## config.mk

```make
export PLATFORM = sky130hd
export DESIGN_NAME = id_imm_gen
export DESIGN_NICKNAME = d
export VERILOG_FILES = /design/src/rtl/id_imm_gen_pkg.sv /design/src/rtl/id_imm_gen_field_decode.sv /design/src/rtl/id_imm_gen.sv
export SDC_FILE = /design/constraint.sdc
export NUM_CORES = 1
export LEC_CHECK = 0
export BUFFER_PORTS_ARGS = -buffer_cell sky130_fd_sc_hd__buf_4
export CAP_MARGIN = 20
export CORE_MARGIN = 2
export CORE_UTILIZATION = 55
export DETAILED_ROUTE_END_ITERATION = 6
export PLACE_DENSITY = 0.84
export SLEW_MARGIN = 20
export SYNTH_ARGS = -nofsm -noshare
export SYNTH_HDL_FRONTEND = slang
export SYNTH_HIERARCHICAL = 1
export SYNTH_SLANG_ARGS = --single-unit
export TNS_END_PERCENT = 30
```

## constraint.sdc

```tcl
create_clock -name clk -period 3.28 [get_ports clk]
set_clock_uncertainty 0.1 [all_clocks]
set_input_delay 0.164 -clock clk [delete_from_list [all_inputs] [get_ports clk]]
set_output_delay 0.164 -clock clk [all_outputs]
set_load 0.03 [all_outputs]
```

## src/rtl/id_imm_gen_pkg.sv

```systemverilog
// Shared constants for the decode-stage immediate generator: widths, opcode
// values, immediate-mux select codes and the opcode classifier.
package id_imm_gen_pkg;

    localparam int INST_W_DEF = 16;
    localparam int DATA_W_DEF = 16;
    localparam int OPCODE_W   = 5;

    typedef enum logic [2:0] {
        IM_S_E_3_0  = 3'd0,
        IM_S_E_4_0  = 3'd1,
        IM_S_E_7_0  = 3'd2,
        IM_S_E_10_0 = 3'd3,
        IM_Z_E_7_0  = 3'd4,
        IM_NONE     = 3'd7
    } im_mux_op_e;

    localparam logic [OPCODE_W-1:0] OP_B      = 5'b00010;
    localparam logic [OPCODE_W-1:0] OP_BEQZ   = 5'b00100;
    localparam logic [OPCODE_W-1:0] OP_BNEZ   = 5'b00101;
    localparam logic [OPCODE_W-1:0] OP_ADDIU3 = 5'b01000;
    localparam logic [OPCODE_W-1:0] OP_ADDIU  = 5'b01001;
    localparam logic [OPCODE_W-1:0] OP_SPGRP  = 5'b01100;
    localparam logic [OPCODE_W-1:0] OP_LI     = 5'b01101;
    localparam logic [OPCODE_W-1:0] OP_CMPI   = 5'b01110;
    localparam logic [OPCODE_W-1:0] OP_LW_SP  = 5'b10010;
    localparam logic [OPCODE_W-1:0] OP_LW     = 5'b10011;
    localparam logic [OPCODE_W-1:0] OP_SW_SP  = 5'b11010;
    localparam logic [OPCODE_W-1:0] OP_SW     = 5'b11011;

    localparam logic [DATA_W_DEF-1:0] EMPTY_DATA = 16'h0000;

    // Unlisted opcodes select IM_NONE, which the EX mux turns into zero.
    function automatic im_mux_op_e classify_opcode(input logic [OPCODE_W-1:0] opcode);
        im_mux_op_e op;
        op = IM_NONE;
        case (opcode)
            OP_ADDIU3:                    op = IM_S_E_3_0;
            OP_LW, OP_SW:                 op = IM_S_E_4_0;
            OP_ADDIU, OP_SPGRP, OP_BEQZ,
            OP_BNEZ, OP_LW_SP, OP_SW_SP,
            OP_CMPI:                      op = IM_S_E_7_0;
            OP_B:                         op = IM_S_E_10_0;
            OP_LI:                        op = IM_Z_E_7_0;
            default:                      op = IM_NONE;
        endcase
        return op;
    endfunction

endpackage

```

## src/rtl/id_imm_gen_field_decode.sv

```systemverilog
// Combinational field decoder: opcode class plus all extended immediates,
// computed unconditionally from the instruction bits.
module im_field_decode
    import id_imm_gen_pkg::*;
#(
    parameter int INST_W = INST_W_DEF,
    parameter int DATA_W = DATA_W_DEF
) (
    input  logic [INST_W-1:0] inst,
    output logic [2:0]        op,
    output logic [DATA_W-1:0] s_e3_0,
    output logic [DATA_W-1:0] s_e4_0,
    output logic [DATA_W-1:0] s_e7_0,
    output logic [DATA_W-1:0] s_e10_0,
    output logic [DATA_W-1:0] z_e7_0
);

    logic [OPCODE_W-1:0] opcode_s;

    assign opcode_s = inst[INST_W-1 -: OPCODE_W];

    // Classify opcode and build each immediate from its field MSB.
    always_comb begin
        op      = 3'd7;
        s_e3_0  = {DATA_W{1'b0}};
        s_e4_0  = {DATA_W{1'b0}};
        s_e7_0  = {DATA_W{1'b0}};
        s_e10_0 = {DATA_W{1'b0}};
        z_e7_0  = {DATA_W{1'b0}};

        op      = classify_opcode(opcode_s);
        s_e3_0  = {{(DATA_W-4){inst[3]}},   inst[3:0]};
        s_e4_0  = {{(DATA_W-5){inst[4]}},   inst[4:0]};
        s_e7_0  = {{(DATA_W-8){inst[7]}},   inst[7:0]};
        s_e10_0 = {{(DATA_W-11){inst[10]}}, inst[10:0]};
        z_e7_0  = {{(DATA_W-8){1'b0}},      inst[7:0]};
    end

endmodule

```

## src/rtl/id_imm_gen.sv

```systemverilog
// ID/EX pipeline register around im_field_decode: one-cycle latency with
// flush > stall > load priority; invalid slots become zeroed bubbles.
module id_imm_gen
    import id_imm_gen_pkg::*;
#(
    parameter int INST_W = INST_W_DEF,
    parameter int DATA_W = DATA_W_DEF
) (
    input  logic              clk,
    input  logic              rst,
    input  logic [INST_W-1:0] if_inst,
    input  logic              if_valid,
    input  logic              stall,
    input  logic              flush,
    output logic              ex_valid,
    output logic [INST_W-1:0] ex_inst,
    output logic [2:0]        im_mux_op,
    output logic [DATA_W-1:0] im_s_e3_0,
    output logic [DATA_W-1:0] im_s_e4_0,
    output logic [DATA_W-1:0] im_s_e7_0,
    output logic [DATA_W-1:0] im_s_e10_0,
    output logic [DATA_W-1:0] im_z_e7_0
);

    localparam logic [2:0] OP_BUBBLE = 3'd7;

    logic [2:0]        dec_op_s;
    logic [DATA_W-1:0] dec_s3_s, dec_s4_s, dec_s7_s, dec_s10_s, dec_z7_s;

    logic              valid_r,  valid_nxt_s;
    logic [INST_W-1:0] inst_r,   inst_nxt_s;
    logic [2:0]        op_r,     op_nxt_s;
    logic [DATA_W-1:0] s3_r,     s3_nxt_s;
    logic [DATA_W-1:0] s4_r,     s4_nxt_s;
    logic [DATA_W-1:0] s7_r,     s7_nxt_s;
    logic [DATA_W-1:0] s10_r,    s10_nxt_s;
    logic [DATA_W-1:0] z7_r,     z7_nxt_s;

    im_field_decode #(
        .INST_W (INST_W),
        .DATA_W (DATA_W)
    ) u_decode (
        .inst    (if_inst),
        .op      (dec_op_s),
        .s_e3_0  (dec_s3_s),
        .s_e4_0  (dec_s4_s),
        .s_e7_0  (dec_s7_s),
        .s_e10_0 (dec_s10_s),
        .z_e7_0  (dec_z7_s)
    );

    // Next-state selection: bubble on flush or empty slot, hold on stall.
    always_comb begin
        valid_nxt_s = valid_r;
        inst_nxt_s  = inst_r;
        op_nxt_s    = op_r;
        s3_nxt_s    = s3_r;
        s4_nxt_s    = s4_r;
        s7_nxt_s    = s7_r;
        s10_nxt_s   = s10_r;
        z7_nxt_s    = z7_r;

        if (flush || (!stall && !if_valid)) begin
            valid_nxt_s = 1'b0;
            inst_nxt_s  = {INST_W{1'b0}};
            op_nxt_s    = OP_BUBBLE;
            s3_nxt_s    = {DATA_W{1'b0}};
            s4_nxt_s    = {DATA_W{1'b0}};
            s7_nxt_s    = {DATA_W{1'b0}};
            s10_nxt_s   = {DATA_W{1'b0}};
            z7_nxt_s    = {DATA_W{1'b0}};
        end else if (!stall) begin
            valid_nxt_s = 1'b1;
            inst_nxt_s  = if_inst;
            op_nxt_s    = dec_op_s;
            s3_nxt_s    = dec_s3_s;
            s4_nxt_s    = dec_s4_s;
            s7_nxt_s    = dec_s7_s;
            s10_nxt_s   = dec_s10_s;
            z7_nxt_s    = dec_z7_s;
        end else begin
            valid_nxt_s = valid_r;
            inst_nxt_s  = inst_r;
        end
    end

    // ID/EX state register with asynchronous reset to the bubble state.
    always_ff @(posedge clk or posedge rst) begin
        if (rst) begin
            valid_r <= 1'b0;
            inst_r  <= {INST_W{1'b0}};
            op_r    <= OP_BUBBLE;
            s3_r    <= {DATA_W{1'b0}};
            s4_r    <= {DATA_W{1'b0}};
            s7_r    <= {DATA_W{1'b0}};
            s10_r   <= {DATA_W{1'b0}};
            z7_r    <= {DATA_W{1'b0}};
        end else begin
            valid_r <= valid_nxt_s;
            inst_r  <= inst_nxt_s;
            op_r    <= op_nxt_s;
            s3_r    <= s3_nxt_s;
            s4_r    <= s4_nxt_s;
            s7_r    <= s7_nxt_s;
            s10_r   <= s10_nxt_s;
            z7_r    <= z7_nxt_s;
        end
    end

    assign ex_valid   = valid_r;
    assign ex_inst    = inst_r;
    assign im_mux_op  = op_r;
    assign im_s_e3_0  = s3_r;
    assign im_s_e4_0  = s4_r;
    assign im_s_e7_0  = s7_r;
    assign im_s_e10_0 = s10_r;
    assign im_z_e7_0  = z7_r;

endmodule

```

# Word-level counts from Yosys, hierarchy flattened
# Memories as Yosys holds them, arrays and structs flattened.
# Index checks and enable logic that the tools add are counted.
[classes]
eq_ne = 1
mux = 16
reduce_logical = 4
[op_table]
columns = ["op", "n"]
rows = [
  ["$mux 16", 12],
  ["$mux 3", 2],
  ["$logic_not 1->1", 2],
  ["$mux 1", 2],
  ["$ne 2x1->1 const B", 1],
  ["$logic_and 1x1->1", 1],
  ["$logic_or 1x1->1", 1],
]
[totals]
regBits = 100
romBits = 96
wordCells = 30
mem_count = 1
[memory_table]
columns = ["memory", "depth", "word_bits", "rd", "rd_clocked_by_memory_dff", "write_ports", "line", "source"]
rows = [
  ["(name not given)", 32, 3, 1, 0, 0, "id_imm_gen_pkg.sv:37", "case (opcode)"],
]

# Logic depth before layout (Yosys ltp)
[depth]
depth_word = 4
ltp_mapped = 6

# By module
# The synthesis kept the hierarchy.
[by_module_without_submodules]
columns = ["mod", "instances", "cells_per_inst", "area_per_inst_um2", "seq_area_each_um2"]
rows = [
  ["id_imm_gen", 1, 348, 4110.2, 2506.2],
  ["im_field_decode", 1, 98, 725.7, 0.0],
]

# Worst setup path before layout
# OpenSTA, ideal clock, no wires.
[synth_path]
path_kind = "input -> register"
start = "input port if_valid"
end = "register inst_r[0] (netlist: ex_inst[0])"
arrival_time_ps = 859
t_required_ps = 3058
setup_slack_ps = 2199
stages = 5
path_buffers = 3
cell_sequence = "buf_6 -> nor2b_4 -> buf_6 -> buf_6 -> a32o_1"
[synth_via]
elab_chain_len = 4
[synth_lines]
columns = ["item", "line", "source"]
rows = [
  ["from (decl)", "id_imm_gen.sv:12", "input logic if_valid,"],
  ["$logic_not 1->1 *", "id_imm_gen.sv:63", "if (flush || (!stall && !if_valid)) begin"],
  ["$logic_and 1x1->1 *", "id_imm_gen.sv:63", ""],
  ["$logic_or 1x1->1 *", "id_imm_gen.sv:63", ""],
  ["$ne 2x1->1 (no line) / $mux 16 (equally long branches)", "-", ""],
  ["to (signal assigned)", "id_imm_gen.sv:91", "inst_r <= {INST_W{1'b0}};"],
  ["to (signal assigned)", "id_imm_gen.sv:100", "inst_r <= inst_nxt_s;"],
  ["to (decl)", "id_imm_gen.sv:31", "logic [INST_W-1:0] inst_r, inst_nxt_s;"],
]
# Every way passes the cells marked *; elsewhere a longest branch is shown, timed or not.
# A chain may end at the register's enable or synchronous reset.

# Worst setup path in the final report
[layout_path]
start = "input port if_valid"
end = "register s10_r[9] (netlist: im_s_e10_0[9])"
[layout_via]
elab_chain_len = 4
[layout_lines]
columns = ["item", "line", "source"]
rows = [
  ["$logic_not 1->1 *", "id_imm_gen.sv:63", ""],
  ["$logic_and 1x1->1 *", "id_imm_gen.sv:63", ""],
  ["$logic_or 1x1->1 *", "id_imm_gen.sv:63", ""],
  ["$ne 2x1->1 (no line) / $mux 16 (equally long branches)", "-", ""],
  ["to (signal assigned)", "id_imm_gen.sv:96", "s10_r <= {DATA_W{1'b0}};"],
  ["to (signal assigned)", "id_imm_gen.sv:105", "s10_r <= s10_nxt_s;"],
  ["to (decl)", "id_imm_gen.sv:36", "logic [DATA_W-1:0] s10_r, s10_nxt_s;"],
]
# Marks and branches as above.

==> impl_metrics.toml <==
[run_status]
status = "finished, final reports clean"

[critical_path]
critPathRequiredTime_ns = 3.48
path_class = "input port to flop"
cp_max_fo = 51
end_kind = "flop"
arrival_ns = 1.90
critPathLaunchType = "input port"

[clock_tree]
clk_transition_reported_paths_ns = 0.10
cts_setup_buffers = 0
cts_buffer_depth = 2
cts_tree = "built"
clockRootBuffer = "clkbuf_8"
cts_sinks = 100
clock_latency_ns = 0.36
numCtsBuffers = 9
cts_max_level = 3

[die]
rows = 34
initial_utilization = 0.560
coreArea_um2 = 8640
num_io_pins = 121
die_x_um = 97.8
die_height_um = 97.8
dieArea_um2 = 9560

[drt]
routedWlPerCell_um = 17.6
viasPerCell = 5.66
postRouteAntennaNets = 0
drt_pass1_iterations = 5
drtIter0Drc = 189
drc_errors = 0
drt_wl_total_um = 10400
vias = 3320

[synthesis]
synthTopCellsByCount = "dfrtp_1, buf_4, a21oi_1"
syn_area_um2 = 4840
synth_edf_count = 0
synth.most_common_cell = "dfrtp_1"
ys_top_cells_by_area = "dfrtp_1, buf_4, a32o_1, nand3b_1, a21oi_1"
yosys_warnings = 6
synth_top_area_cell = "dfrtp_1"
ys.flop_type = "dfrtp_1"
ys_seq_area_frac = 0.518
async_reset_ff_frac = 1.00
avgSynthCellArea_um2 = 10.8
yosysTopAreaCellShare = 0.502
ys_types = 27
synth_seq_cells = 100
netlist_instances = 446

[power]
p_per_area_nw_per_um2 = 463
p_int_uw = 1780
peakVddDrop_uv = 311
netSwitchingFraction = 0.280
p_leak_uw = 0.00250
p_sw_uw = 693
pwr-share-comb = 0.156
clkPwrFrac = 0.317
seqPwrFrac = 0.527

[sta]
worstMarginPinSlew_ns = 1.09
max_freq_ghz = 0.586
hold_viol_final = 0
finalCriticalPeriod_ns = 1.71
setup_slack_ns = 1.57
rsz0062_at_grt = "no"
holdWs_ns = 0.0203
final-max-slew-violation-count = 0
maxSlewHeadroom = 0.273
setup-tns-final_ns = 0
fin_crit_sh = 0.520
setup_viol = 0

[global_route]
grt_usage = 0.221
met2_usage = 0.340
antenna_found_initial = 0
grt_pass1_wl_um = 16700
top_usage_layer = "met2"
grt_overflow_total = 0
grt_max_degree = 104
grt_use_met1 = 0.303
met3_usage = 0.0787
grt_pass1_vias = 3151

[cells_and_area]
finalNonFillerCells = 587
area_growth_pct = 10.7
layout-drive-gt1-share = 0.301
antenna-diode-count = 0
layout.nets = 496

[placed_design]
dp_hpwl_um = 6320
gp_congestion = 0.797
dp.cells = 562
post-place-ws_ns = 1.24
io_buffers = 120

[min_path]
hp-class = "input port to flop"

[job]
drv_cap = 0
-- registers in the layout, indices dropped and copies added, names as in the netlist --
name	count
ex_inst	16
ex_valid	1
im_mux_op	3
im_s_e10_0	16
im_s_e3_0	16
im_s_e4_0	16
im_s_e7_0	16
im_z_e7_0	16
-- layout by cell type (no fill, tap or decap) --
master	count
a21oi_1	53
a22oi_1	1
a32o_1	47
and2b_4	1
and4b_1	1
buf_4	121
bufinv_16	1
clkbuf_8	10
clkinv_2	1
clkinvlp_4	1
conb_1	8
dfrtp_1	97
dfstp_2	3
dlygate4sd3_1	10
inv_1	2
inv_2	1
inv_6	3
mux2i_1	3
nand2_1	49
nand3b_1	50
nor2_1	7
nor2b_1	1
nor2b_4	1
nor3_1	1
nor3b_1	2
nor4b_1	1
o21bai_1	1
o32a_2	1
xor2_1	1
-- area by class of cell --
type / count / area, µm²
timing repair buffer: 131 / 1010
clock buffer: 10 / 138
tap: 108 / 135
multi-input combinational: 229 / 1490
inverter: 4 / 20.0
clock inverter: 5 / 60.1
fill: 728 / 3280
sequential: 100 / 2510
-- worst paths after layout --
| path | slack (ns) | from | to | depth (start not counted) |
|---|---|---|---|---|
| worst max register to register | 2.33 | im_mux_op[2] | im_mux_op[2] | 2 |
| worst min register to register | 0.40 | im_z_e7_0[11] | im_z_e7_0[11] | 1 |
| worst min-delay path | 0.02 | if_inst[1] | im_s_e3_0[1] | 3 |
| max in group asynchronous | 1.95 | rst | im_z_e7_0[5] | 4 |
| worst max-delay path | 1.57 | if_valid | im_s_e10_0[9] | 3 |
| min in group asynchronous | 0.39 | rst | im_s_e4_0[9] | 3 |
-- cell families after synthesis --
group,count (synthesis),synth area share
other,1,0.000775
AND/OR/NAND/NOR,114,0.135
AO/OA/AOI/OAI,103,0.158
XOR/XNOR,1,0.00181
multiplexers,3,0.00621
flip-flops,100,0.518
buffers and inverters,124,0.180
-- per-layer routing --
| metal | routed length, µm | share of wire | vias up |
|---|---|---|---|
| met4 | 133 | 0.013 | 0 |
| met5 | 0 | 0 | - |
| met1 | 4440 | 0.43 | 1647 |
| li1 | - | - | 1536 |
| met3 | 835 | 0.081 | 15 |
| met2 | 4940 | 0.48 | 122 |
-- through the flow --
step,area [µm²],total power [µW],util
global placement,5050,1700,0.585
finish,5350,2480,0.620
global route,5350,2600,0.620
floorplan,4860,1640,-
CTS,5350,2510,0.620
detailed placement,5050,1710,0.585
-- worst max-delay path, cell delays in order --
cell and delay, ns:
buf_4 0.42, nor2b_4 0.98, a32o_1 0.32
-- power groups by stage --
stage               Sequential (µW)  Clock, µW  Combinational [µW]
global placement               1330          0                 369
global route                   1310        872                 415
finish                         1310        787                 386
floorplan                      1420          0                 227
CTS                            1310        815                 387
detailed placement             1330          0                 378
-- repair_timing --
action	CTS	global route
hold buffers	10	0
endpoints found under the hold margin	97	0
resized for setup	0	0
No activity file was read; power rests on OpenSTA's default activity.
